File: config.mk
export PLATFORM = sky130hd
export DESIGN_NAME = instruction_fetch
export DESIGN_NICKNAME = d
export VERILOG_FILES = /design/src/rtl/instruction_fetch.sv
export SDC_FILE = /design/constraint.sdc
export NUM_CORES = 1
export LEC_CHECK = 0
export CORE_ASPECT_RATIO = 0.5
export CORE_UTILIZATION = 45
export DETAILED_ROUTE_END_ITERATION = 10
export DONT_BUFFER_PORTS = 1
export GPL_ROUTABILITY_DRIVEN = 0
export MAX_ROUTING_LAYER = met4
export PLACE_DENSITY = 0.62
export SYNTH_ARGS = -nofsm -noshare
export SYNTH_HDL_FRONTEND = slang
export SYNTH_SLANG_ARGS = --single-unit
File: constraint.sdc
create_clock -name clk -period 5.6 [get_ports clk]
set_input_delay 1.4 -clock clk [delete_from_list [all_inputs] [get_ports clk]]
set_output_delay 1.4 -clock clk [all_outputs]
set_load 0.01 [all_outputs]
File: src/rtl/instruction_fetch.sv
// instruction_fetch: PC holder and req/ack instruction fetch stage feeding decode (optional fetch timeout under IF_TIMEOUT_EN).
//   Ports: clk, rst (sync, active-high); imem_req/imem_addr/imem_ack/imem_rdata memory handshake;
//   stall from decode; branch_taken/branch_off, jump_en/jump_tgt, jr_en/jr_addr redirects;
//   pc, pc_plus4, instr, opcode, instr_valid to decode; fetch_err sticky timeout flag.
module instruction_fetch #(
  parameter logic [31:0] RESET_PC = 32'h0000_0000,
  parameter int TIMEOUT_CYCLES = 16
) (
  input  logic        clk,
  input  logic        rst,
  output logic        imem_req,
  output logic [31:0] imem_addr,
  input  logic        imem_ack,
  input  logic [31:0] imem_rdata,
  input  logic        stall,
  input  logic        branch_taken,
  input  logic [15:0] branch_off,
  input  logic        jump_en,
  input  logic [25:0] jump_tgt,
  input  logic        jr_en,
  input  logic [31:0] jr_addr,
  output logic [31:0] pc,
  output logic [31:0] pc_plus4,
  output logic [31:0] instr,
  output logic [5:0]  opcode,
  output logic        instr_valid,
  output logic        fetch_err
);
  typedef enum logic [1:0] {S_RESET, S_FETCH, S_HOLD} state_t;
  state_t state, state_nx;
  logic [31:0] next_pc;
  logic timeout;
  if (TIMEOUT_CYCLES < 1 || RESET_PC[1:0] != 2'b00) begin : g_bad_param
    $error("instruction_fetch: TIMEOUT_CYCLES must be >= 1 and RESET_PC word aligned");
  end
`ifdef IF_TIMEOUT_EN
  localparam int CW = $clog2(TIMEOUT_CYCLES + 1);
  logic [CW-1:0] cnt;
  // Counter only runs while waiting in S_FETCH, so it is already zero on entry.
  assign timeout = state == S_FETCH && !imem_ack && cnt == CW'(TIMEOUT_CYCLES - 1);
  always_ff @(posedge clk) begin
    if (rst) begin
      cnt <= '0;
      fetch_err <= 1'b0;
    end else begin
      cnt <= (state != S_FETCH || imem_ack) ? '0 : cnt + CW'(1);
      if (timeout) fetch_err <= 1'b1;
    end
  end
`else
  assign timeout = 1'b0;
  assign fetch_err = 1'b0;
`endif
  always_ff @(posedge clk) begin
    if (rst) state <= S_RESET;
    else state <= state_nx;
  end
  always_comb begin
    state_nx = state == S_RESET ? S_FETCH :
               state == S_FETCH ? ((imem_ack || timeout) ? S_HOLD : S_FETCH) :
               (stall ? S_HOLD : S_FETCH);
  end
  always_comb begin
    imem_req = state == S_FETCH;
    imem_addr = pc;
    opcode = instr[31:26];
  end
  // Masking rather than slicing keeps JR misalignment handling explicit: low bits are dropped.
  always_comb begin
    next_pc = jr_en        ? (jr_addr & 32'hFFFF_FFFC) :
              jump_en      ? {pc_plus4[31:28], jump_tgt, 2'b00} :
              branch_taken ? pc_plus4 + {{14{branch_off[15]}}, branch_off, 2'b00} :
              pc_plus4;
  end
  always_ff @(posedge clk) begin
    if (rst) begin
      pc <= RESET_PC;
      pc_plus4 <= RESET_PC + 32'd4;
      instr <= '0;
      instr_valid <= 1'b0;
    end else if (state == S_FETCH && (imem_ack || timeout)) begin
      instr <= imem_ack ? imem_rdata : 32'd0;
      instr_valid <= 1'b1;
    end else if (state == S_HOLD && !stall) begin
      pc <= next_pc;
      pc_plus4 <= next_pc + 32'd4;
      instr_valid <= 1'b0;
    end
  end
endmodule

==> out/metrics.yaml, run 1 <==
route:
  wire_per_inst_um: 20.5
  drc: 0
  detail_route.iter0.violations: 684
  wl_um: 22500
  ant_nets: 0
  vias: 6804
  firstDrtPassIters: 5
  drt-vias-per-instance: 6.19
synthesis:
  yosysTopAreaCell: "dfxtp_1"
  synth_edf_count: 0
  ys.flop_type: "dfxtp_1"
  yosys-top-cells-area: "dfxtp_1, nand2_1, a21oi_1, ha_1, buf_4"
  ys_warn_count: 0
  netlist_area_um2: 7290
  ys_seq_area_frac: 0.261
  ys_ff_latch: 95
  synth.distinct_cells: 92
  synthCells: 976
  avgSynthCellArea_um2: 7.47
  postSynth.asyncResetShare: 0
  netlist.area_leader.share: 0.261
place:
  io_buffers: 0
  dp_slack_ps: 497
  hpwlAfterDp_um: 16900
critical_path:
  worstSetupStartpointType: "input port"
  cp_slowest_cell: "or4_1"
  worst-path-max-fanout: 4
  worst-r2r-setup-slack_ps: 1380
  rr_startpoint: "pc_plus4[2]"
  crit_family: "simple AND/OR/NAND/NOR gates"
  cp.required_ps: 5850
  reg2reg_to: "pc_plus4[30]"
  r2r_cells: 16
  cp-end-kind: "register"
  worstPathArrival_ps: 5050
  timing.critical_path.buf_inv: 2
  critPathMaxStageDelay_ps: 610
  path_cells: "ha_1 > inv_1 > fa_1 > and2_1 > o31ai_1 > mux2_2 > ha_1 > inv_1 > a211oi_1 > and4_1 > nand2_1 > or4_1 > nor4_4 > nand3_1 > xor2_1 > a211oi_1"
  cp.depth: 16
  crit_type: "in2reg"
global_route:
  grt-ovfl-total: 0
  grt_pass1_vias: 5988
  grt_max_degree: 96
  antenna_found_initial: 0
  grt_pass1_wl_um: 33900
  grt_usage: 0.268
sta:
  final-setup-viol-count: 0
  layout_min_cycle_time_ps: 4800
  slew_violations: 0
  grt_setup_unrepaired: "false"
  slew_headroom: 0.285
  fmax_mhz: 208
  worst_slew_pin_slew_ps: 1070
  min_period_over_period: 0.857
  hold_slack_ps: 496
  worst_slack_ps: 803
  fin_skew_ps: 6.97
  fin_setup_tns_ps: 0
  hold_viol_final: 0
clock_tree:
  cts_tree: "done"
  insertion_delay_ps: 340
  numCtsBuffers: 9
  cts.sinks: 95
  path_clk_slew_ps: 60
  cts_setup_buffers: 0
  cts_hold_buf: 0
  cts.path.max_buffers: 2
  cts-resized-gates: 0
  htreeDepth: 3
  clockRootBuffer: "clkbuf_16"
layout:
  n_fill_cell: 1618
  register_area_um2: 1900
  antenna_cells: 0
  area_delta_synth_final_pct: -0.961
  drive_above_1_share: 0.0682
  multiInputGateArea_um2: 4700
  fin_nets: 1034
floorplan:
  num_rows: 32
  dieWidth_um: 182
  die_area_um2: 16800
  num_io_pins: 250
  die_h_um: 92.0
  start_util: 0.467
  core_area_um2: 15600
worst_hold_path:
  hold_path_end: "instr_valid"
  hp-start: "instr_valid"
  hp-class: "reg2reg"
  whs_path_depth: 2
power:
  p_leak_nw: 2.57
  p_per_area_nw_per_um2: 231
  power.total_mw: 1.67
  peakVddDrop_mv: 0.221
outcome:
  status: "finished, final reports clean"
job:
  cap_violations: 0
## worst max-delay path by stage
stage                   from            to  slack (ps)
6_report       branch_off[0]  pc_plus4[30]         800
5_1_grt        branch_off[0]  pc_plus4[28]         550
4_1_cts        branch_off[0]  pc_plus4[30]         840
3_5_place_dp   branch_off[0]  pc_plus4[30]         500
3_3_place_gp   branch_off[0]  pc_plus4[30]         550
2_1_floorplan  branch_off[0]  pc_plus4[17]         920
## through the flow
stage,utilization,instances,area [um2]
floorplan,-,982,7320
global route,0.463,1099,7220
detailed placement,0.443,1083,6920
finish,0.463,1099,7220
global placement,0.443,1083,6920
CTS,0.463,1099,7220
## synthesized netlist by cell type (4+ instances only)
master,instances
nand2_1,168
a21oi_1,118
dfxtp_1,95
nor2_1,73
buf_4,45
clkbuf_1,39
o21ai_0,38
a211oi_1,31
ha_1,30
nor3_1,27
nor3b_1,17
xor2_1,16
xnor2_1,15
nand3_1,14
nor2b_1,14
inv_1,13
nand4_1,13
a31oi_1,12
o21a_1,12
or3_1,10
a21o_1,9
buf_2,9
nand2b_1,9
clkbuf_8,8
and2_1,7
mux2i_1,6
o31ai_1,6
a221o_1,5
a31o_2,5
nor4_1,5
o221ai_1,5
a311oi_1,4
and3_1,4
o211ai_1,4
o31a_1,4
## report_power, final
part | total (mW) | leakage, nW | switching [mW] | internal [mW]
Sequential | 0.739 | 0.771 | 0.0396 | 0.699
Clock | 0.645 | 0.144 | 0.253 | 0.392
Combinational | 0.288 | 1.66 | 0.182 | 0.107
## flip-flops by register name, indices dropped and copies added (netlist names)
register / cells
imem_addr: 30
instr: 32
instr_valid: 1
pc_plus4: 30
state: 2
## placed cells by master (no fill, tap or decap), types with 4 or more instances in the layout
cell       count
conb_1         7
nor3b_1       17
nor3_1        27
ha_1          30
a21oi_1      118
o31ai_1        6
nand4_1       13
inv_1         13
a31o_2         5
a211oi_1      31
clkbuf_16      9
or3_1         10
o31a_1         4
o21ai_0       38
o221ai_1       5
a21o_1         9
nor2_1        73
nor2b_1       14
nand2b_1       9
a221o_1        5
nor4_1         5
o21a_1        12
o211ai_1       4
nand2_1      168
and2_1         7
dfxtp_1       95
and3_1         4
xor2_1        16
nand3_1       14
clkbuf_1       4
a31oi_1       12
a311oi_1       4
xnor2_1       15
mux2i_1        6
## final cells by class
type | instances | share of cell area
clock inverter | 3 | 0.00935
timing repair buffer | 2 | 0.00208
sequential | 95 | 0.263
multi-input combinational | 769 | 0.650
inverter | 13 | 0.00675
clock buffer | 13 | 0.0333
tap | 204 | 0.0353
## metal layers
layer / global-route usage / routed length, um / vias to the layer above
li1: - / - / 3301
met5: - / 0 / -
met2: 0.363 / 8960 / 302
met1: 0.380 / 10600 / 3176
met4: 0.0532 / 363 / 0
met3: 0.0886 / 2600 / 25
## worst register-to-register path: cells and delay by family (launching register included)
family / cells / cell delay (ps)
simple gates: 6 / 1550
xor+xnor: 1 / 170
flops: 1 / 450
mux: 1 / 270
compound gates: 3 / 700
buf+inv: 2 / 120
fa+ha+maj: 3 / 880
## cells by family after synthesis
family	count (synthesis)	synth area share
simple gates	399	0.271
compound gates	292	0.264
buf+inv	118	0.0995
flops	95	0.261
fa+ha+maj	31	0.0542
xor+xnor	31	0.0372
mux	9	0.0129
other cells	1	0.000514
Note: power is estimated with default switching activity, not from simulation.
==> run 2, diff against run 1 <==
--- a/config.mk
+++ b/config.mk
@@ -5,7 +5,7 @@
 export SDC_FILE = /design/constraint.sdc
 export NUM_CORES = 1
 export LEC_CHECK = 0
-export CORE_ASPECT_RATIO = 0.5
+export CAP_MARGIN = 20
 export CORE_UTILIZATION = 45
 export DETAILED_ROUTE_END_ITERATION = 10
 export DONT_BUFFER_PORTS = 1
==> out/metrics.yaml, run 2 (same netlist as run 1, synthesis figures left out) <==
outcome:
  status: "finished, final reports clean"
floorplan:
  num_rows: 46  # +44%
  core_area_um2: 15800  # +1.4%
  num_io_pins: 250  # unchanged
  start_util: 0.461  # -0.00628
  die_h_um: 129  # +41%
  dieWidth_um: 129  # -29%
  die_area_um2: 16700  # -0.18%
place:
  hpwlAfterDp_um: 15800  # -6.5%
  io_buffers: 0  # unchanged
  dpl_cell_area_um2: 6950  # +0.43%
power:
  p_switching_mw: 0.510  # +7.6%
  pwr-share-seq: 0.439  # -0.003
  comb_power_share: 0.171  # about the same
  peakVddDrop_mv: 0.137  # -38%
  intPower_mw: 1.17  # -2.7%
  p_leak_nw: 2.60  # +1.1%
  p_per_area_nw_per_um2: 230  # -0.77%
  p_sw_frac: 0.304  # +0.0208
  pwr-share-clk: 0.390  # +0.004
layout:
  n_fill_cell: 1624  # +0.37%
  final_cell_mix: "nand2_1, a21oi_1, dfxtp_1, nor2_1, o21ai_0"
  drive_above_1_share: 0.0768  # +0.00860
  area_delta_synth_final_pct: 0.0343
  fin_util: 0.461  # -0.00163
  largest_reg_flops: 32  # unchanged
  layout_commonest_cell: "nand2_1"
  fin_area_um2: 7300  # +1.0%
  fin_nets: 1038  # +0.39%
  regMostFlops: "instr"
critical_path:
  timing.critical_path.buf_inv: 2  # unchanged
  worstSetupStartpointType: "input port"
  path_cells: "ha_1 > inv_1 > fa_1 > and2_1 > o31ai_1 > mux2_2 > ha_1 > inv_1 > a211oi_1 > and4_1 > nand2_1 > or4_1 > nor4_4 > nand3_1 > xor2_1 > a211oi_1"
  worst-path-max-fanout: 4  # unchanged
  worst-r2r-setup-slack_ps: 1420  # +40 ps
  cp_slowest_cell: "or4_1"
  crit_family: "simple AND/OR/NAND/NOR gates"
  critPathMaxStageDelay_ps: 640  # +30 ps
  crit_type: "in2reg"
  cp-end-kind: "register"
  cp.required_ps: 5860  # about the same
  worstPathArrival_ps: 5010  # -40 ps
clock_tree:
  path_clk_slew_ps: 70  # about the same
  cts.path.max_buffers: 2  # unchanged
  cts_setup_buffers: 0  # unchanged
  cts.sinks: 95  # unchanged
  cts_hold_buf: 0  # unchanged
  cts-resized-gates: 0  # unchanged
  numCtsBuffers: 9  # unchanged
  insertion_delay_ps: 340  # about the same
  clockRootBuffer: "clkbuf_16"
  cts_tree: "done"
  htreeDepth: 3  # unchanged
sta:
  fin_setup_tns_ps: 0  # unchanged
  grt_setup_unrepaired: "false"
  fmax_mhz: 210  # +0.90%
  slew_headroom: 0.340  # +0.0549
  min_period_over_period: 0.849  # -0.00761
  hold_viol_final: 0  # unchanged
  final-setup-viol-count: 0  # unchanged
  slew_violations: 0  # unchanged
  layout_min_cycle_time_ps: 4750  # -42.6 ps
  fin_skew_ps: 7.41  # +0.442 ps
  worst_slew_pin_slew_ps: 990  # -82.3 ps
job:
  cap_violations: 0  # unchanged
route:
  ant_nets: 0  # unchanged
  vias: 6657  # -2.2%
  drt-vias-per-instance: 5.97  # -3.7%
  drc: 0  # unchanged
  firstDrtPassIters: 5  # unchanged
  detail_route.iter0.violations: 458  # -33%
  wire_per_inst_um: 19.3  # -5.8%
  wl_um: 21600  # -4.3%
global_route:
  antenna_found_initial: 0  # unchanged
  grt_pass1_vias: 5872  # -1.9%
  grt_pass1_wl_um: 32000  # -5.5%
  grt_usage: 0.256  # -0.0122
  grt_max_degree: 96  # unchanged
  grt-ovfl-total: 0  # unchanged
worst_hold_path:
  hp-class: "reg2reg"
run 2: changes by cell type in the layout (fill, tap and decap cells not counted), sizes merged:
cell | previous run | this run
bufinv | 2 | 1
clkinvlp | 1 | 2
clkbuf | 13 | 9
buf | 2 | 6
diode | 0 | 1
inv | 13 | 15
clkinv | 0 | 2
run 2: final timing paths:
check / startpoint / endpoint / cells after the start
max: branch_off[0] / pc_plus4[30] / 16
min: instr[25] / instr[25] / 2
max reg2reg: pc_plus4[2] / pc_plus4[30] / 16
min reg2reg: instr[25] / instr[25] / 2
run 2: layer usage:
metal	vias to the layer above	global-route usage	share of wire
met1	3073	0.325	0.44
met2	268	0.414	0.47
li1	3293	-	-
met4	0	0.0727	0.015
met5	-	-	0
met3	23	0.0454	0.074
run 2: worst register-to-register path, stage by stage (launching register included):
cell and delay (ps):
dfxtp_1 460, ha_1 220, inv_1 60, fa_1 420, and2_1 170, o31ai_1 280
mux2_2 260, ha_1 230, inv_1 60, a211oi_1 160, and4_1 260, nand2_1 90
or4_1 640, nor4_4 270, nand3_1 130, xor2_1 170, a211oi_1 230
run 2: final cells by class:
class | instances | area (um2) | share of cell area
clock inverter | 7 | 92.6 | 0.0127
clock buffer | 9 | 225 | 0.0309
tap | 216 | 270 | 0.0370
antenna | 1 | 2.50 | 0.000343
inverter | 13 | 48.8 | 0.00669
sequential | 95 | 1900 | 0.261
multi-input combinational | 769 | 4700 | 0.644
timing repair buffer | 6 | 60.1 | 0.00823
run 2: through the flow:
| stage | hold slack [ps] | cells | power, mW | worst slack, ps |
|---|---|---|---|---|
| after floorplan | 481 | 982 | 1.01 | 921 |
| after global placement | 484 | 1097 | 1.03 | 567 |
| after detailed placement | 488 | 1097 | 1.03 | 500 |
| after CTS | 499 | 1113 | 1.69 | 857 |
| after global routing | 519 | 1115 | 1.76 | 653 |
| final | 495 | 1116 | 1.68 | 846 |
run 2: power by group through the flow:
stage	Clock (mW)	Sequential, mW	Combinational [mW]
6_report	0.653	0.736	0.287
5_1_grt	0.699	0.739	0.317
4_1_cts	0.671	0.736	0.281
3_5_place_dp	0	0.752	0.280
3_3_place_gp	0	0.752	0.278
2_1_floorplan	0	0.739	0.269
